### src/rtl/dram_row_controller.sv
// Row-level front end for the burst DRAM model.
// A write row is split into BURST_LEN beats, and read beats are assembled back into a row.
// Each accepted request produces exactly one response pulse.
// That pulse carries an error flag on timeout or on a wrong beat count.
module dram_row_controller #(
  parameter  int ADDR_W         = 16,
  parameter  int BEAT_W         = 64,
  parameter  int BURST_LEN      = 8,
  parameter  int TIMEOUT_CYCLES = 1024,
  localparam int ROW_W          = BEAT_W * BURST_LEN
) (
  input  logic              clk,
  input  logic              rst,
  input  logic              req_valid,
  output logic              req_ready,
  input  logic              req_we,
  input  logic [ADDR_W-1:0] req_addr,
  input  logic [ROW_W-1:0]  req_wdata,
  output logic              resp_valid,
  output logic              resp_err,
  output logic [ROW_W-1:0]  resp_rdata,
  output logic [ADDR_W-1:0] dram_addr,
  output logic              dram_read_en,
  output logic              dram_write_en,
  output logic [BEAT_W-1:0] dram_wdata,
  input  logic              dram_ready,
  input  logic              dram_complete,
  input  logic [BEAT_W-1:0] dram_rdata,
  input  logic              dram_valid
);
  localparam int BIW = $clog2(BURST_LEN + 1);
  localparam int IW  = (BURST_LEN > 1) ? $clog2(BURST_LEN) : 1;
  localparam int TW  = (TIMEOUT_CYCLES > 1) ? $clog2(TIMEOUT_CYCLES) : 1;
  localparam logic [BIW-1:0] BEATS  = BIW'(BURST_LEN);
  localparam logic [TW-1:0]  T_LAST = TW'(TIMEOUT_CYCLES - 1);

  typedef enum logic [1:0] {S_IDLE, S_ISSUE, S_XFER, S_RESP} state_e;

  state_e                           state_q, state_d;
  logic [ADDR_W-1:0]                addr_q, addr_d;
  logic                             we_q, we_d;
  logic [BURST_LEN-1:0][BEAT_W-1:0] row_q, row_d;
  logic [BIW-1:0]                   beat_idx_q, beat_idx_d;
  logic [TW-1:0]                    timer_q, timer_d;
  logic                             cnt_err_q, cnt_err_d;
  logic                             rd_en_q, rd_en_d;
  logic                             wr_en_q, wr_en_d;
  logic                             resp_err_q, resp_err_d;
  logic [IW-1:0]                    beat_slot;
  logic                             beat_in_range;

  // beat_idx saturates at BURST_LEN, so only the low bits ever address the row buffer
  assign beat_slot     = beat_idx_q[IW-1:0];
  assign beat_in_range = (beat_idx_q < BEATS);

  // State and datapath registers; reset abandons any access in flight without responding
  always_ff @(posedge clk) begin
    if (rst) begin
      state_q    <= S_IDLE;
      addr_q     <= '0;
      we_q       <= 1'b0;
      row_q      <= '0;
      beat_idx_q <= '0;
      timer_q    <= '0;
      cnt_err_q  <= 1'b0;
      rd_en_q    <= 1'b0;
      wr_en_q    <= 1'b0;
      resp_err_q <= 1'b0;
    end else begin
      state_q    <= state_d;
      addr_q     <= addr_d;
      we_q       <= we_d;
      row_q      <= row_d;
      beat_idx_q <= beat_idx_d;
      timer_q    <= timer_d;
      cnt_err_q  <= cnt_err_d;
      rd_en_q    <= rd_en_d;
      wr_en_q    <= wr_en_d;
      resp_err_q <= resp_err_d;
    end
  end

  // Next state: completion wins over timeout when both land in the same cycle
  always_comb begin
    state_d = state_q;
    case (state_q)
      S_IDLE:  if (req_valid) state_d = S_ISSUE;
      S_ISSUE: if (dram_ready) state_d = S_XFER;
      S_XFER:  if (dram_complete || timer_q == T_LAST) state_d = S_RESP;
      S_RESP:  state_d = S_IDLE;
      default: state_d = S_IDLE;
    endcase
  end

  // Datapath: latch the request, count beats, and fold any same-cycle beat into the completion error
  always_comb begin
    addr_d     = addr_q;
    we_d       = we_q;
    row_d      = row_q;
    beat_idx_d = beat_idx_q;
    timer_d    = timer_q;
    cnt_err_d  = cnt_err_q;
    rd_en_d    = rd_en_q;
    wr_en_d    = wr_en_q;
    resp_err_d = resp_err_q;
    case (state_q)
      S_IDLE: if (req_valid) begin
        addr_d     = req_addr;
        we_d       = req_we;
        row_d      = req_wdata;
        beat_idx_d = '0;
        timer_d    = '0;
        cnt_err_d  = 1'b0;
        resp_err_d = 1'b0;
      end
      S_ISSUE: if (dram_ready) begin
        rd_en_d = !we_q;
        wr_en_d = we_q;
      end
      S_XFER: begin
        timer_d = timer_q + TW'(1);
        if (dram_valid) begin
          if (beat_in_range) begin
            if (!we_q) row_d[beat_slot] = dram_rdata;
            beat_idx_d = beat_idx_q + BIW'(1);
          end else begin
            cnt_err_d = 1'b1;
          end
        end
        if (dram_complete) begin
          rd_en_d    = 1'b0;
          wr_en_d    = 1'b0;
          resp_err_d = cnt_err_d | (beat_idx_d != BEATS);
        end else if (timer_q == T_LAST) begin
          rd_en_d    = 1'b0;
          wr_en_d    = 1'b0;
          resp_err_d = 1'b1;
        end
      end
      default: ;
    endcase
  end

  // Outputs: the response is a single-cycle pulse in RESP, and the write beat is combinational
  always_comb begin
    req_ready     = (state_q == S_IDLE);
    resp_valid    = (state_q == S_RESP);
    resp_err      = resp_valid & resp_err_q;
    resp_rdata    = row_q;
    dram_addr     = addr_q;
    dram_read_en  = rd_en_q;
    dram_write_en = wr_en_q;
    dram_wdata    = '0;
    if (state_q == S_XFER && we_q && beat_in_range) dram_wdata = row_q[beat_slot];
  end
endmodule

### config.mk
export PLATFORM = sky130hd
export DESIGN_NAME = dram_row_controller
export DESIGN_NICKNAME = d
export VERILOG_FILES = /design/src/rtl/dram_row_controller.sv
export SDC_FILE = /design/constraint.sdc
export NUM_CORES = 1
export LEC_CHECK = 0
export ABC_CLOCK_PERIOD_IN_PS = 2900
export CORE_AREA = 2 2 471 473
export DETAILED_ROUTE_END_ITERATION = 8
export DIE_AREA = 0 0 473 475
export HOLD_SLACK_MARGIN = 0.15
export PLACE_DENSITY = 0.42
export SLEW_MARGIN = 10
export SYNTH_ARGS = -nofsm -noshare
export SYNTH_HDL_FRONTEND = slang
export SYNTH_SLANG_ARGS = --single-unit
export TNS_END_PERCENT = 5
### constraint.sdc
create_clock -name clk -period 2.9 [get_ports clk]
set_clock_uncertainty 0.15 [all_clocks]
set_input_delay 0.58 -clock clk [delete_from_list [all_inputs] [get_ports clk]]
set_output_delay 0.58 -clock clk [all_outputs]
set_load 0.03 [all_outputs]
## After elaboration in Yosys (flattened, before gate mapping)

Index checks and enable logic that the tools add are counted.

- Logic and storage cells: 86
- Bits in registers: 549

- Magnitude comparators: 3
- Muxes and demuxes: 36
- Reduce and logical (&&, ||, !) cells: 14
- Add/subtract/negate cells: 2
- Equality and inequality tests: 12
- Bitwise gates (word level): 2

Operators by type and width:

| kind | count |
|---|---|
| 512-bit 2-to-1 mux | 4 |
| 512-bit one-hot mux with 2 select lines | 1 |
| 512-bit bitwise mux | 1 |
| 64-bit binary-select mux with 3-bit select | 1 |
| 64-bit demux with 3-bit select | 1 |
| 64-bit 2-to-1 mux | 3 |
| 10-bit one-hot mux with 2 select lines | 1 |
| 4-bit 2-to-1 mux | 4 |
| 2-bit != test (second input constant) | 6 |
| 10-bit by 1-bit adder with 10-bit output (second input constant) | 1 |
| 10-bit equality test (second input constant) | 1 |
| 1-bit 2-to-1 mux | 10 |
| 10-bit 2-to-1 mux | 1 |
| 3-bit AND reduction | 3 |
| 1-bit one-hot mux with 2 select lines | 4 |
| 2-bit one-hot mux with 4 select lines | 1 |
| 4-bit one-hot mux with 2 select lines | 1 |
| 2-bit 2-to-1 mux | 3 |
| 5-bit AND reduction | 1 |
| 4-bit by 1-bit adder with 4-bit output (second input constant) | 1 |
| 2-bit equality test (second input constant) | 2 |
| 3-bit by 4-bit less-than comparator with 1-bit output (second input constant) | 1 |
| 4-bit less-than comparator (second input constant) | 1 |
| 4-bit != test (second input constant) | 1 |
| 11 further kinds | 15 |

## Depth between registers and ports, before layout

Gate-level depths: netlist of the first run.

- Depth after elaboration: 9
- Mapped depth: 10
- Gate-level depth less buffers: 6

## Worst setup path after synthesis of the first run

Ideal clock, no wire load.

- Kind: flip-flop to output port
- Start point: reg state_q[0]
- End point: out dram_wdata[10]
- Data required time: 2.170 ns
- Data arrival time: 2.184 ns
- Slack: -0.014 ns
- Stages on the path, launching flop included: 10
- Cell sequence: dfxtp_1 > inv_1 > ha_1 > buf_4 > buf_2 > clkbuf_1 > nand3b_1 > clkbuf_1 > buf_1 > a31oi_1

- Longest elaborated chain between the ends: 4

RTL lines:

| item | line | RTL |
|---|---|---|
| start: declaration | 39 | `state_e state_q, state_d;` |
| start signal: assignment | 70 | `state_q <= state_d;` |
| 2-bit equality test | 154 | `if (state_q == S_XFER && we_q && beat_in_range) dram_wdata = row_q[beat_slot];` |
| 1-bit logical AND (2 in a row) | 154 |  |
| 64-bit 2-to-1 mux | 154 |  |
| end: declaration | 25 | `output logic [BEAT_W-1:0] dram_wdata,` |

Every way passes these cells.

## Final worst setup path of the first run

- Start point: reg beat_idx_q[1]
- End point: out dram_wdata[34]

- Longest elaborated chain between the ends: 3

RTL lines:

| item | line | RTL |
|---|---|---|
| start: declaration | 43 | `logic [BIW-1:0] beat_idx_q, beat_idx_d;` |
| start signal: assignment | 74 | `beat_idx_q <= beat_idx_d;` |
| 4-bit less-than comparator or 64-bit binary-select mux with 3-bit select (tied branches) | 54, 154 |  |
| 1-bit logical AND or 64-bit 2-to-1 mux (tied branches) | 154 |  |
| 64-bit 2-to-1 mux (*) | 154 |  |

Every way passes the cells marked *; elsewhere a longest branch is shown, timed or not. The select of a mux whose other input is x is not followed.

==> run metrics, run 1 <==
final-stage net count 4832; number of slew-limit violations in the final report 0; detailed-route wire length on metal 1 97300 um; critical path's largest stage delay 0.39 ns; CTS Root Buffer Type sky130_fd_sc_hd__clkbuf_16; time the final worst path needs with I/O delays and setup 3.41 ns; count of different cell masters after synthesis 51; initial antenna violation count 50; maximum clock insertion buffer count 3; clock-pin slew reported for the worst setup and hold paths after clock tree synthesis 0.06 ns; Met2 Wirelength 115000 um; crit path kind reg -> out; post-detailed-route wirelength per cell 34.5 um; cell with the largest stage delay on the worst path sky130_fd_sc_hd__dfxtp_4; worst slew pin tran 0.917 ns; routed length on met3 21700 um; largest driver fanout on the critical path 16; # IOs 1196; leading cell types in the layout, fill and taps excluded sky130_fd_sc_hd__clkdlybuf4s50_1, sky130_fd_sc_hd__dfxtp_1, sky130_fd_sc_hd__o22ai_1, sky130_fd_sc_hd__a211oi_1, sky130_fd_sc_hd__a21oi_1; CTS H-tree lvls 3; drt total wl 247000 um; sequential share of the synthesized area 41.4%; cell count after placement 6978; required time of the critical path 2.17 ns; library cell appearing most often on the critical path sky130_fd_sc_hd__buf_12; share of the cycle needed by the critical path after routing 117%; sum of net half-perimeters after detailed placement 183000 um; Buffers on Ports 1195; leading cell type in the layout, fill and taps excluded sky130_fd_sc_hd__clkdlybuf4s50_1; Final Power 60.2 mW; Peak VDD IR 462 uV; number of synthesis warnings 0; Mean Syn Cell Area 8.49 sq um; mean number of vias per cell 4.88; Clock Latency Late Sink 0.68 ns; final count of hold timing violations 0; number of enable flip-flop cells after synthesis 0; worst slack on hold paths 0.276 ns; number of buffers added to fix hold violations after cts 0; die height 475 um; via count of the first global-routing pass 34.2k; net count after synthesis 3732; Top Metal Used met5; area of the die 225000 sq um; slew margin rel. 38.9%; area of the placeable core 219000 sq um; top flip-flop cell by instance count after synthesis sky130_fd_sc_hd__dfxtp_1; worst hold path type in -> reg; fraction of final layout cells sized beyond drive strength 1 13.5%; Max Fclk 0.294 GHz; residual DRC count 0; Total GRT Usage 20.8%; count of mapped cells out of synthesis 3126; power per standard cell area 1290 nW/um^2; Worst Slack Setup Final -0.507 ns; outcome finished, violations left; arrival time worst endpoint 2.68 ns; router iterations before antenna repair 6; Inserted Clock Buffers 76; violated checks negative setup slack; clock tree from TritonCTS built; cell type group with the largest total delay on the critical path buffers and inverters; Area contributors post-synth sky130_fd_sc_hd__dfxtp_1, sky130_fd_sc_hd__a211oi_1, sky130_fd_sc_hd__o22ai_1; startpoint type of the worst setup path flop; cell type with the largest total area after synthesis sky130_fd_sc_hd__dfxtp_1; area of the mapped netlist 26500 sq um; final antenna-violating net count 0; Clock Sink Count 549; number of fillers in the final layout 24.2k; final number of setup-violating endpoints 64; Die Wd 473 um; max-cap violation count 0; top-area cell type share of the netlist area 41.4%; nature of the critical path endpoint output port; maximum number of pins on one net before global-route repair 84; Post-synth ARST share 0%; area added between synthesis and finish 76.3%; initial core utilization 12.1%; P_leak 15.1 nW; starting DRC count in detailed routing 3522; detailed-route via count 35.0k; num rows 172; cells traversed along the worst timing path buf_12 -> nor3b_4 -> buf_12 -> buf_16 -> a22o_1 -> a221oi_1 -> a31oi_1 -> buf_4 -> buf_12; aggregate global routing overflow 0; crit path buf inv count 5; unrepaired setup endpoints after global routing true; flip-flop and latch count after synthesis 549; wire length of the first global-routing pass 321000 um; non-filler instance count after layout 7175; routability congestion estimate 0.922
[stage by stage]
stage	util, %	setup WS (ns)	cell area (sq um)	TNS, ns
3_3_place_gp	19.8	-0.414	43300	-59.65
3_5_place_dp	19.8	-0.456	43300	-68.22
6_report	21.4	-0.507	46800	-25.10
4_1_cts	21.2	-0.599	46500	-32.96
2_1_floorplan	-	-0.0139	26500	-0.835
5_1_grt	21.3	-0.619	46800	-34.59
[cell type report]
class | instances | area (sq um) | area share, %
repair buffers | 1496 | 15600 | 33.4
multi-input cells | 2097 | 14000 | 29.8
clock inverters | 27 | 324 | 0.693
flip-flops and latches | 549 | 11000 | 23.5
diodes | 22 | 55.1 | 0.118
clock buffers | 107 | 2210 | 4.72
well taps | 2871 | 3590 | 7.68
inverters | 6 | 22.5 | 0.0481
[layer usage]
layer  track usage (%)  vias up
met3              6.07      528
met1              24.5    17400
met5                 0        -
li1                  -    14700
met2              34.4     2304
met4              10.2       20
[cells by family after synthesis]
kind of cell	count (synthesis)	synth area share (%)
AO/OA/AOI/OAI	1840	45.6
multiplexers	6	0.250
adder cells (fa/ha/maj)	7	0.330
XOR/XNOR	5	0.165
buffers and inverters	480	7.65
flip-flops	549	41.4
AND/OR/NAND/NOR	239	4.60
[worst paths after layout]
path | startpoint | end | slack (ns) | cells after the start
worst max-delay path | beat_idx_q[1] | dram_wdata[34] | -0.51 | 9
worst min-delay path | rst | dram_addr[9] | 0.28 | 2
worst max register to register | state_q[0] | resp_rdata[277] | 0.18 | 8
worst min register to register | dram_addr[2] | dram_addr[2] | 0.30 | 2
[state kept, by name (all words and copies together), names as in the netlist]
signal,cells
resp_err_q,1
dram_addr,16
timer_q,10
beat_idx_q,4
resp_rdata,512
dram_read_en,1
cnt_err_q,1
we_q,1
dram_write_en,1
state_q,2
[Yosys cell counts (2+ instances only)]
cell type	number
sky130_fd_sc_hd__a211oi_1	512
sky130_fd_sc_hd__nand3b_1	5
sky130_fd_sc_hd__a221oi_1	64
sky130_fd_sc_hd__o32ai_1	2
sky130_fd_sc_hd__and3b_1	2
sky130_fd_sc_hd__nand4_1	4
sky130_fd_sc_hd__a22o_1	64
sky130_fd_sc_hd__or3b_2	3
sky130_fd_sc_hd__nor3b_1	3
sky130_fd_sc_hd__mux2_2	2
sky130_fd_sc_hd__ha_1	7
sky130_fd_sc_hd__or3_1	2
sky130_fd_sc_hd__a41oi_1	2
sky130_fd_sc_hd__o31ai_1	2
sky130_fd_sc_hd__a22oi_1	130
sky130_fd_sc_hd__o31a_1	2
sky130_fd_sc_hd__and2_1	4
sky130_fd_sc_hd__a21oi_1	473
sky130_fd_sc_hd__buf_2	133
sky130_fd_sc_hd__nand2_1	49
sky130_fd_sc_hd__nor2_1	78
sky130_fd_sc_hd__buf_4	4
sky130_fd_sc_hd__mux2i_1	3
sky130_fd_sc_hd__and3_1	3
sky130_fd_sc_hd__a31oi_1	64
sky130_fd_sc_hd__clkbuf_1	260
sky130_fd_sc_hd__xor2_1	5
sky130_fd_sc_hd__nor2b_1	4
sky130_fd_sc_hd__inv_1	6
sky130_fd_sc_hd__o22ai_1	512
sky130_fd_sc_hd__dfxtp_1	549
sky130_fd_sc_hd__o21ai_0	5
sky130_fd_sc_hd__nand2b_1	68
sky130_fd_sc_hd__a311oi_1	2
sky130_fd_sc_hd__nand3_1	7
sky130_fd_sc_hd__buf_1	71
sky130_fd_sc_hd__buf_6	6
[worst reg2reg max path, stage by stage (launching register included)]
cell and delay [ns]:
sky130_fd_sc_hd__dfxtp_1 0.33, sky130_fd_sc_hd__inv_1 0.16, sky130_fd_sc_hd__ha_4 0.24, sky130_fd_sc_hd__buf_12 0.21, sky130_fd_sc_hd__buf_12 0.28, sky130_fd_sc_hd__buf_4 0.48
sky130_fd_sc_hd__nand2b_1 0.32, sky130_fd_sc_hd__o22ai_1 0.31, sky130_fd_sc_hd__a211oi_1 0.11
[repair_timing]
action                                  in CTS  in global routing
setup buffers                               30                  7
pin swaps                                   31                 21
endpoints found under the setup margin      67                 68
gates cloned                                 3                  1
resized for setup                           68                 21
[power by group]
group          total, mW  internal (mW)  switching, mW
registers           15.4           11.0           4.32
clock network       9.83           5.76           4.07
logic               35.0           12.8           22.2
(Power assumes the default switching activity.)
==> run 2, diff against run 1 <==
--- a/config.mk
+++ b/config.mk
@@ -5,10 +5,11 @@
 export SDC_FILE = /design/constraint.sdc
 export NUM_CORES = 1
 export LEC_CHECK = 0
-export ABC_CLOCK_PERIOD_IN_PS = 2900
+export ABC_CLOCK_PERIOD_IN_PS = 3900
 export CORE_AREA = 2 2 471 473
 export DETAILED_ROUTE_END_ITERATION = 8
 export DIE_AREA = 0 0 473 475
+export GPL_TIMING_DRIVEN = 0
 export HOLD_SLACK_MARGIN = 0.15
 export PLACE_DENSITY = 0.42
 export SLEW_MARGIN = 10
==> constraint.sdc (replaced) <==
create_clock -name clk -period 3.9 [get_ports clk]
set_clock_uncertainty 0.15 [all_clocks]
set_input_delay 0.78 -clock clk [delete_from_list [all_inputs] [get_ports clk]]
set_output_delay 0.78 -clock clk [all_outputs]
set_load 0.03 [all_outputs]
==> run 2 against run 1 <==
The run now ends clean; cell count rose by 4.2%; clock-buffer cell count increased by 4; sequential share of layout area shrank 0.48 points; largest cell class unchanged.
==> run metrics, run 2 (synthesized netlist as in run 1, its figures left out) <==
leading cell types in the layout, fill and taps excluded sky130_fd_sc_hd__clkdlybuf4s50_1, sky130_fd_sc_hd__dfxtp_1, sky130_fd_sc_hd__o22ai_1, sky130_fd_sc_hd__a211oi_1, sky130_fd_sc_hd__a21oi_1 (unchanged); share of the cycle needed by the critical path after routing 99.2%; P_leak 15.3 nW (was 15.1 nW); largest driver fanout on the critical path 10 (was 16); path depth of the worst reg2reg path 10 (was 8); Total GRT Usage 29.3% (was 20.8%); Clock Latency Late Sink 0.68 ns (about the same); final-stage net count 5092 (was 4832); launch instance of the worst min-delay path dram_addr[10] (was rst); area added between synthesis and finish 80.0% (was 76.3%); Max Fclk 0.258 GHz; worst slew pin tran 1.25 ns (was 0.917 ns); required time of the critical path 2.97 ns (was 2.17 ns); router iterations before antenna repair 6 (unchanged); number of slew-limit violations in the final report 0 (unchanged); max-cap violation count 0 (unchanged); maximum number of pins on one net before global-route repair 13 (was 84); Buffers on Ports 1194 (was 1195); CTS H-tree lvls 3 (unchanged); Worst Slack Setup Final 0.0314 ns (was -0.507 ns); initial antenna violation count 92 (was 50); num rows 172 (unchanged); worst slack on hold paths 0.300 ns (was 0.276 ns); number of fillers in the final layout 24.2k (about the same); slew margin rel. 17.0% (was 38.9%); area of the die 225000 sq um (unchanged); Inserted Clock Buffers 77 (was 76); Clock Sink Count 549 (unchanged); arrival time worst endpoint 2.94 ns (was 2.68 ns); mean number of vias per cell 5.19 (was 4.88); residual DRC count 0 (unchanged); Placement Setup Slack -2.05 ns (was -0.456 ns); aggregate global routing overflow 0 (unchanged); outcome finished clean (was finished, violations left); area of the placeable core 219000 sq um (unchanged); wire length of the first global-routing pass 425000 um (was 321000 um); Worst Setup SP beat_idx_q[1] (unchanged); worst setup path end dram_wdata[9] (was dram_wdata[34]); sum of negative setup slack 0 ns (was -25.10 ns); final count of hold timing violations 0 (unchanged); R2R Setup Slk 0.08 ns (was 0.18 ns); Largest register FFs 512 (unchanged); via count of the first global-routing pass 36.6k (was 34.2k); power per standard cell area 1030 nW/um^2 (was 1290 nW/um^2); drt total wl 346000 um (was 247000 um); crit path kind reg -> out (unchanged); clock tree from TritonCTS built (unchanged); leading cell type in the layout, fill and taps excluded sky130_fd_sc_hd__clkdlybuf4s50_1 (unchanged); time the final worst path needs with I/O delays and setup 3.87 ns; startpoint type of the worst setup path flop (unchanged); initial core utilization 12.1% (unchanged); fraction of final layout cells sized beyond drive strength 1 12.5% (was 13.5%); final number of setup-violating endpoints 0 (was 64); sum of net half-perimeters after detailed placement 281000 um (was 183000 um); CTS Root Buffer Type sky130_fd_sc_hd__clkbuf_16 (unchanged); number of buffers added to fix hold violations after cts 0 (unchanged); Reg2Reg Capture Point resp_rdata[161] (was resp_rdata[277]); routability congestion estimate 0.953 (was 0.922); maximum clock insertion buffer count 3 (unchanged); nature of the critical path endpoint output port (unchanged); # IOs 1196 (unchanged); unrepaired setup endpoints after global routing true (unchanged); Die Wd 473 um (unchanged); Peak VDD IR 643 uV (was 462 uV); worst hold path type reg -> reg (was in -> reg); die height 475 um (unchanged); detailed-route via count 38.8k (was 35.0k); starting DRC count in detailed routing 4749 (was 3522); post-detailed-route wirelength per cell 46.2 um (was 34.5 um); final antenna-violating net count 0 (unchanged); Reg-to-Reg Start state_q[0] (unchanged); clock-pin slew reported for the worst setup and hold paths after clock tree synthesis 0.06 ns (about the same)
-- run 2: changes by cell type in the layout (fill, tap and decap cells not counted), sizes merged, moves of 2 or more --
cell / change
clkbuf: +262
clkinv: +2
buf: -20
clkdlybuf4s50: +22
diode: +37
dlygate4sd2: -2
clkdlybuf4s15: +2
clkinvlp: -3
-- run 2: metal layers --
| layer | GRT usage [%] | vias to the layer above | routed length [um] |
|---|---|---|---|
| li1 | - | 15300 | - |
| met1 | 33.9 | 19500 | 131000 |
| met2 | 46.2 | 3249 | 153000 |
| met3 | 10.3 | 711 | 36400 |
| met4 | 18.4 | 12 | 25100 |
| met5 | 0.324 | - | 74 |
-- run 2: area by class of cell --
type / instances / area, sq um / area share (%)
antenna: 59 / 148 / 0.309
buffer: 473 / 2940 / 6.16
clock buffer: 111 / 2230 / 4.68
clock inverter: 26 / 330 / 0.692
inverter: 6 / 25.0 / 0.0524
multi-input combinational: 2097 / 14000 / 29.4
sequential: 549 / 11000 / 23.0
tap: 2871 / 3590 / 7.52
timing repair buffer: 1282 / 13400 / 28.2
-- run 2: worst min-delay path by stage --
stage                    endpoint  cells past startpoint  slack, ns
floorplan               cnt_err_q                      2       0.29
global placement    dram_addr[11]                      2       0.30
detailed placement  dram_addr[10]                      2       0.30
CTS                 dram_addr[10]                      2       0.30
global route         dram_addr[4]                      2       0.32
finish              dram_addr[10]                      2       0.30
-- run 2: what timing repair did --
item,in CTS,in global routing
gates cloned,1,0
setup buffers,26,4
setup endpoints to repair,492,56
pin swaps,10,6
resized for setup,678,48
-- run 2: worst max-delay path, stage by stage, from the launching register on --
cell	delay [ns]
sky130_fd_sc_hd__dfxtp_4	0.40
sky130_fd_sc_hd__buf_6	0.17
sky130_fd_sc_hd__nor3b_4	0.06
sky130_fd_sc_hd__clkbuf_16	0.18
sky130_fd_sc_hd__buf_16	0.20
sky130_fd_sc_hd__buf_16	0.17
sky130_fd_sc_hd__a22oi_1	0.55
sky130_fd_sc_hd__a31oi_2	0.17
sky130_fd_sc_hd__buf_4	0.23
-- run 2: through the flow --
| stage | area, sq um | util (%) | instances | total power, mW |
|---|---|---|---|---|
| final | 47800 | 21.8 | 7474 | 49.2 |
| after global routing | 47700 | 21.8 | 7438 | 50.2 |
| after CTS | 47500 | 21.7 | 7411 | 48.6 |
| after detailed placement | 43500 | 19.8 | 7248 | 40.6 |
| after global placement | 42100 | 19.2 | 7191 | 40.2 |
| after floorplan | 26500 | - | 3126 | 23.8 |
-- run 2: where the power goes --
group	leakage [nW]	internal (mW)	switching, mW	total (mW)
Clock	1.25	4.32	3.23	7.55
Combinational	9.48	9.25	20.4	29.7
Sequential	4.54	8.21	3.72	11.9
